[config.mk]
export PLATFORM = sky130hd
export DESIGN_NAME = clock_monitor_flat
export DESIGN_NICKNAME = d
export VERILOG_FILES = /design/src/rtl/clock_monitor_if.sv /design/src/rtl/clock_monitor.sv /design/src/flat_wrapper.sv
export SDC_FILE = /design/constraint.sdc
export NUM_CORES = 1
export LEC_CHECK = 0
export ABC_AREA = 1
export CAP_MARGIN = 20
export CORE_MARGIN = 2
export CORE_UTILIZATION = 52
export DETAILED_ROUTE_END_ITERATION = 8
export PLACE_DENSITY_LB_ADDON = 0.15
export SLEW_MARGIN = 20
export SYNTH_ARGS = -nofsm -noshare
export SYNTH_HDL_FRONTEND = slang
export SYNTH_SLANG_ARGS = --single-unit
[constraint.sdc]
create_clock -name clk -period 1.65 [get_ports clk]
set_input_delay 0.2475 -clock clk [delete_from_list [all_inputs] [get_ports clk]]
set_output_delay 0.2475 -clock clk [all_outputs]
set_load 0.01 [all_outputs]
[src/rtl/clock_monitor_if.sv]
// ---------------------------------------------------------------------------
// clock_monitor_if
// Bundles the monitored signal, its configuration/clear controls and the
// measurement results of clock_monitor.
//   master : drives sig_in, exp_half, clr; observes the results
//   slave  : the monitor itself; observes sig_in/exp_half/clr, drives results
// Signals:
//   sig_in      1  monitored divided clock, treated as data
//   exp_half    4  expected half-period in clk cycles (0 never matches)
//   clr         1  synchronous clear of measurement state and sticky error
//   half_period 4  last measured half-period, saturated at 15
//   edge_cnt    8  detected sig_in edges since reset/clear (wraps)
//   locked      1  monitor is locked to the expected half-period
//   err         1  sticky error after a lock was lost
// ---------------------------------------------------------------------------
interface clock_monitor_if;
    logic       sig_in;
    logic [3:0] exp_half;
    logic       clr;
    logic [3:0] half_period;
    logic [7:0] edge_cnt;
    logic       locked;
    logic       err;

    modport master (
        output sig_in,
        output exp_half,
        output clr,
        input  half_period,
        input  edge_cnt,
        input  locked,
        input  err
    );

    modport slave (
        input  sig_in,
        input  exp_half,
        input  clr,
        output half_period,
        output edge_cnt,
        output locked,
        output err
    );
endinterface

[src/rtl/clock_monitor.sv]
// ---------------------------------------------------------------------------
// clock_monitor
// Measures the half-period of a divided clock (sig_in, sampled as data) in
// clk cycles, counts its edges and locks once four consecutive measurements
// equal exp_half. A lost lock (wrong interval or a missing edge) latches a
// sticky error until clr or reset.
//
// Ports:
//   clk     input   system clock, all state changes on its rising edge
//   resetn  input   synchronous active-low reset
//   mon     slave   clock_monitor_if: sig_in, exp_half, clr in;
//                   half_period, edge_cnt, locked, err out
//
// Build option:
//   CLKMON_SYNC_EN  when defined, sig_in passes through a 2-flop synchronizer
//                   before the edge detector (2 extra cycles of latency,
//                   identical measured values). Undefined: sig_in is assumed
//                   synchronous to clk and feeds the detector directly.
// ---------------------------------------------------------------------------
module clock_monitor (
    input  logic            clk,
    input  logic            resetn,
    clock_monitor_if.slave  mon
);

    typedef enum logic [2:0] {
        S_IDLE   = 3'd0,
        S_ACQ    = 3'd1,
        S_TRACK  = 3'd2,
        S_LOCKED = 3'd3,
        S_ERR    = 3'd4
    } state_t;

    // Consecutive matches required in TRACK before declaring lock
    localparam logic [2:0] LOCK_MATCHES = 3'd4;

    logic       sig_s_r;
    logic       sig_p_r;
    logic       edge_s;
    logic       match_s;
    logic       timeout_s;
    logic [3:0] run_cnt_r;
    logic [3:0] run_cnt_next_s;
    logic [2:0] match_cnt_r;
    state_t     state_r;
    logic [3:0] half_period_r;
    logic [7:0] edge_cnt_r;
    logic       locked_r;
    logic       err_r;

`ifdef CLKMON_SYNC_EN
    logic       sync1_r;
    logic       sync2_r;

    // Two-flop synchronizer for an asynchronous sig_in; not touched by clr
    always_ff @(posedge clk) begin
        if (!resetn) begin
            sync1_r <= 1'b0;
            sync2_r <= 1'b0;
        end else begin
            sync1_r <= mon.sig_in;
            sync2_r <= sync1_r;
        end
    end

    // Edge-detector pipeline fed from the synchronizer
    always_ff @(posedge clk) begin
        if (!resetn) begin
            sig_s_r <= 1'b0;
            sig_p_r <= 1'b0;
        end else begin
            sig_s_r <= sync2_r;
            sig_p_r <= sig_s_r;
        end
    end
`else
    // Edge-detector pipeline fed directly from sig_in; not touched by clr
    always_ff @(posedge clk) begin
        if (!resetn) begin
            sig_s_r <= 1'b0;
            sig_p_r <= 1'b0;
        end else begin
            sig_s_r <= mon.sig_in;
            sig_p_r <= sig_s_r;
        end
    end
`endif

    // Edge, comparison and next interval count
    always_comb begin
        edge_s    = sig_s_r ^ sig_p_r;
        // exp_half == 0 is an invalid expectation and must never match
        match_s   = (mon.exp_half != 4'd0) && (run_cnt_r == mon.exp_half);
        // Interval already longer than expected without an edge
        timeout_s = (run_cnt_r > mon.exp_half);
        run_cnt_next_s = run_cnt_r;
        if (edge_s) begin
            run_cnt_next_s = 4'd1;
        end else if (run_cnt_r == 4'd15) begin
            run_cnt_next_s = 4'd15;
        end else begin
            run_cnt_next_s = run_cnt_r + 4'd1;
        end
    end

    // Interval counter: cycles since the last edge (or since reset/clear)
    always_ff @(posedge clk) begin
        if (!resetn) begin
            run_cnt_r <= 4'd0;
        end else if (mon.clr) begin
            run_cnt_r <= 4'd0;
        end else begin
            run_cnt_r <= run_cnt_next_s;
        end
    end

    // Lock FSM with measurement, edge counter and registered status outputs.
    // locked/err are written together with the state so they follow it
    // directly on the cycle after the transition.
    always_ff @(posedge clk) begin
        if (!resetn) begin
            state_r       <= S_IDLE;
            match_cnt_r   <= 3'd0;
            half_period_r <= 4'd0;
            edge_cnt_r    <= 8'd0;
            locked_r      <= 1'b0;
            err_r         <= 1'b0;
        end else if (mon.clr) begin
            state_r       <= S_IDLE;
            match_cnt_r   <= 3'd0;
            half_period_r <= 4'd0;
            edge_cnt_r    <= 8'd0;
            locked_r      <= 1'b0;
            err_r         <= 1'b0;
        end else begin
            if (edge_s) begin
                edge_cnt_r <= edge_cnt_r + 8'd1;
            end

            case (state_r)
                S_IDLE: begin
                    // The partial interval before the first edge is not measured
                    if (edge_s) begin
                        state_r <= S_ACQ;
                    end
                end

                S_ACQ: begin
                    if (edge_s) begin
                        half_period_r <= run_cnt_r;
                        match_cnt_r   <= match_s ? 3'd1 : 3'd0;
                        state_r       <= S_TRACK;
                    end
                end

                S_TRACK: begin
                    if (edge_s) begin
                        half_period_r <= run_cnt_r;
                        if (!match_s) begin
                            match_cnt_r <= 3'd0;
                        end else if (match_cnt_r + 3'd1 >= LOCK_MATCHES) begin
                            match_cnt_r <= LOCK_MATCHES;
                            state_r     <= S_LOCKED;
                            locked_r    <= 1'b1;
                        end else begin
                            match_cnt_r <= match_cnt_r + 3'd1;
                        end
                    end
                end

                S_LOCKED: begin
                    if (edge_s) begin
                        half_period_r <= run_cnt_r;
                        if (!match_s) begin
                            state_r  <= S_ERR;
                            locked_r <= 1'b0;
                            err_r    <= 1'b1;
                        end
                    end else if (timeout_s) begin
                        // Missing edge: the interval has outgrown exp_half
                        state_r  <= S_ERR;
                        locked_r <= 1'b0;
                        err_r    <= 1'b1;
                    end
                end

                S_ERR: begin
                    // Sticky: only clr/reset leave ERR, measurement continues
                    if (edge_s) begin
                        half_period_r <= run_cnt_r;
                    end
                end

                default: begin
                    state_r     <= S_IDLE;
                    match_cnt_r <= 3'd0;
                    locked_r    <= 1'b0;
                    err_r       <= 1'b0;
                end
            endcase
        end
    end

    assign mon.half_period = half_period_r;
    assign mon.edge_cnt    = edge_cnt_r;
    assign mon.locked      = locked_r;
    assign mon.err         = err_r;

endmodule

[src/flat_wrapper.sv]
// flat-port wrapper written by rule: the top's interface ports become plain ports
module clock_monitor_flat 
  (clk, resetn, mon_sig_in, mon_exp_half, mon_clr, mon_half_period, mon_edge_cnt, mon_locked, mon_err);
  clock_monitor_if mon_i ();
  input  logic clk;
  input  logic resetn;
  input wire logic [$bits(mon_i.sig_in)-1:0] mon_sig_in;
  input wire logic [$bits(mon_i.exp_half)-1:0] mon_exp_half;
  input wire logic [$bits(mon_i.clr)-1:0] mon_clr;
  output wire logic [$bits(mon_i.half_period)-1:0] mon_half_period;
  output wire logic [$bits(mon_i.edge_cnt)-1:0] mon_edge_cnt;
  output wire logic [$bits(mon_i.locked)-1:0] mon_locked;
  output wire logic [$bits(mon_i.err)-1:0] mon_err;
  assign mon_i.sig_in = mon_sig_in;
  assign mon_i.exp_half = mon_exp_half;
  assign mon_i.clr = mon_clr;
  assign mon_half_period = mon_i.half_period;
  assign mon_edge_cnt = mon_i.edge_cnt;
  assign mon_locked = mon_i.locked;
  assign mon_err = mon_i.err;
  clock_monitor u_core (.clk(clk), .resetn(resetn), .mon(mon_i));
endmodule
==> impl_summary.txt <==
----------------------------------------------------
[Floorplanning]
  Starting Density ... 0.5398
  Die area ... 2968 um2
  Area inside the core boundary ... 2455 um2
  Overall die height ... 54.48 um
  Die extent in x ... between 50 and 60 um
  Row count ... 18
  IO Count ... 22

[Timing]
  Worst clock skew on the final layout ... 0.005535 ns
  Setup Viol. Count Final ... 0
  Slew at the pin with the worst max-slew slack ... between 0.2 and 0.3 ns
  Fin crit share ... 0.9632
  Least setup slack across all paths after layout ... 0.06071 ns
  Worst hold slack after final layout ... around 0.45 ns
  Max Slew Vio Count ... 0
  Timing-limited maximum frequency ... 0.6292 GHz
  Relative slew slack ... 0.8012
  Total negative setup slack ... 0 ns
  Hold Violations, Final ... 0
  Minimum clock period after layout ... 1.589 ns

[Detailed routing]
  Remaining design rule violation count ... 0
  DRT Wirelength ... around 2600 um
  Number of vias in the routed layout ... approximately 1,200
  Routed via count divided by cell count ... approximately 5.0
  Number of design-rule violations left by the first detailed-router iteration ... 18
  Number of iterations in the first detailed-routing pass ... 4
  Number of routed nets with antenna violations ... 0
  Average routed wire per standard cell ... 10.79 um

[Synth]
  Share of synthesized flip-flops with an asynchronous set or reset ... 0
  Cell type with the largest total area after synthesis ... sky130_fd_sc_hd__dfxtp_1
  Avg Cell Area, Syn ... slightly above 7 um2
  Register bit total from synthesis ... 26
  Post-synthesis mux area share ... 0
  Area fraction of the dominant cell type after synthesis ... 0.3928
  Simple-gate portion of the synthesized area ... 0.2701
  Synth cell types ... 24
  Fraction of the yosys area taken by sequential cells ... 0.3928
  Top-count cell post-synth ... sky130_fd_sc_hd__nand2_1
  Post-synth net total ... 203
  Area of the mapped netlist ... 1325 um2
  Most area-consuming cells after synthesis ... sky130_fd_sc_hd__dfxtp_1 (39%), sky130_fd_sc_hd__nand2_1 (9.6%), sky130_fd_sc_hd__inv_1 (9.1%)
  Synthesized-area fraction occupied by ao, oa, aoi and oai cells ... 0.1558
  Adder-Cell Fraction of Synth Area ... 0.06610
  Most instantiated cells after synthesis ... sky130_fd_sc_hd__nand2_1 (34), sky130_fd_sc_hd__inv_1 (32), sky130_fd_sc_hd__dfxtp_1 (26), sky130_fd_sc_hd__nor2_1 (26), sky130_fd_sc_hd__a21oi_1 (14)
  Xor/xnor cell area share of the yosys netlist ... 0.006610
  Top FF cell, synth ... sky130_fd_sc_hd__dfxtp_1
  Count of flip-flops with a built-in enable after synthesis ... 0
  Main combinational cell family by area after synthesis ... simple AND/OR/NAND/NOR gates
  Number of warnings printed during yosys synthesis ... 0
  Cell count after synthesis ... between 150 and 200

[Place]
  DP Worst Slack ... -0.3433 ns
  GP Congestion ... 0.8750
  Placed cells ... 241
  Port bufs ... 21
  Detailed placement HPWL ... just under 2000 um

[Global route]
  Vias in the first global route ... 1,092
  Global-route congestion overflow total ... 0
  Initial antenna violation count ... 0
  Global-route wire length before repair ... 4264 um
  Overall global routing resource usage ... 0.1972
  Pin count of the biggest net entering global routing ... 19

[Clocking]
  Master cell of the clock root buffer ... sky130_fd_sc_hd__clkbuf_4
  Maximum buffer depth of the clock tree ... 2
  Worst skew pair latency ... between 0.3 and 0.4 ns
  Maximum level of the CTS H-tree ... 1
  Quantity of hold-fixing buffers added after cts ... 0
  Postcts setup bufs ... 0
  Sinks on the clock net ... 26
  Number of CTS-inserted buffers ... 3
  Clock-pin transition on the worst setup and hold timing paths ... roughly 0.14 ns
  CTS tree ... done

[Layout]
  Net total in the final layout ... approximately 230
  Diode count ... 0
  Non-filler instance count after layout ... 244
  Footprint of the flip-flops and latches ... 520.5 um2
  Total of fill cells in the finished design ... 216
  Area growth, synth to finish ... 26.25%
  Area taken by multi-input logic gates ... slightly above 700 um2
  Layout cell share with drive strength beyond 1 ... 0.1215

[Worst setup path]
  Critical Path Start Type ... input port
  Kind of end point of the critical path ... flop
  Arrival time of the worst setup path ... 1.85 ns
  Critical path required time ... 1.91 ns
  Highest net fanout along the worst path ... 8
  Critical path type ... in2reg

[Power]
  Worst supply voltage drop on vdd ... 0.5173 mV
  Leakage power summed over all cells ... around 0.7 nW
  Final Power ... 1.093 mW
  Total power density per cell area ... 653.5 nW/um2

[Outcome]
  Run status ... finished, final reports clean

[Worst hold path]
  Class of the worst hold path ... in2reg

[Flow run]
  Maximum Capacitance Violations ... 0

----------------------------------------------------
## timing repair
item / 4_1_cts / 5_1_grt
pin swaps: 0 / 4
endpoints found under the hold margin: 0 / 0
resized for setup: 1 / 11
setup endpoints to repair: 1 / 6
## path summary, 6_finish.rpt
| path | slack [ns] | cells past startpoint | from | end |
|---|---|---|---|---|
| setup / recovery | 0.06 | 11 | mon_exp_half[3] | u_core.state_r[0]$_SDFFE_PP0P_ |
| hold reg to reg | 0.46 | 2 | u_core.sig_s_r$_SDFF_PN0_ | u_core.sig_p_r$_SDFF_PN0_ |
| setup reg to reg | 0.11 | 10 | u_core.run_cnt_r[0]$_SDFF_PP0_ | u_core.state_r[0]$_SDFFE_PP0P_ |
| hold / removal | 0.45 | 3 | mon_sig_in | u_core.sig_s_r$_SDFF_PN0_ |
## sequential cells by signal, summed over array words and instances, names as in the netlist
name,cells
u_core.match_cnt_r,3
u_core.mon.edge_cnt,8
u_core.mon.err,1
u_core.mon.locked,1
u_core.state_r,3
u_core.sig_p_r,1
u_core.run_cnt_r,4
u_core.sig_s_r,1
u_core.mon.half_period,4
## final cells by class
cell class | instances | area share
inverters | 34 | 0.07629
clock buffers | 3 | 0.01346
well taps | 30 | 0.02244
repair buffers | 25 | 0.1526
multi-input cells | 126 | 0.4241
flip-flops and latches | 26 | 0.3111
## cell usage in the layout (no fill, tap or decap), drive strengths merged, types with 4 or more instances in the layout
| cell | instances |
|---|---|
| o21ai | 14 |
| ha | 7 |
| nand2 | 37 |
| nand3 | 11 |
| a21oi | 16 |
| clkdlybuf4s50 | 20 |
| inv | 34 |
| nor2 | 29 |
| buf | 4 |
| dfxtp | 26 |
## cell families (layout without fill, tap and decap cells)
group	count (synthesis)	in the layout
AOI/OAI and AO/OA	35	35
xor gates and xnor gates	1	1
adders and majority gates	7	7
buffers and inverters	36	62
DFF	26	26
and+or+nand+nor	83	83
## per-layer routing
| metal | global-route usage | routed length, um |
|---|---|---|
| met5 | 0 | 0 |
| met2 | 0.3293 | 1307 |
| met4 | 0.1000 | 44 |
| met3 | 0.02732 | 75 |
| met1 | 0.2466 | 1205 |
## where the power goes
part / internal (mW) / switching (mW) / total [mW]
clock: 0.0856 / 0.185 / 0.270
combinational: 0.0743 / 0.0984 / 0.173
sequential: 0.640 / 0.00988 / 0.650
total: 0.800 / 0.293 / 1.09
## critical path: stages
cell and delay [ns]:
sky130_fd_sc_hd__clkdlybuf4s50_1 0.48, sky130_fd_sc_hd__inv_1 0.07, sky130_fd_sc_hd__ha_4 0.27, sky130_fd_sc_hd__nand2_2 0.07, sky130_fd_sc_hd__nor2_4 0.11, sky130_fd_sc_hd__nand2_4 0.08
sky130_fd_sc_hd__a21oi_4 0.16, sky130_fd_sc_hd__nand2_4 0.10, sky130_fd_sc_hd__nand2_2 0.08, sky130_fd_sc_hd__nand2_1 0.07, sky130_fd_sc_hd__a21oi_2 0.13
## through the flow
step	utilization	cell area (um2)
final	0.6814	1673
after global routing	0.6814	1673
after CTS	0.6616	1624
after detailed placement	0.6514	1599
after global placement	0.6514	1599
after floorplan	-	1325
No activity file was read; power rests on OpenSTA's default activity.
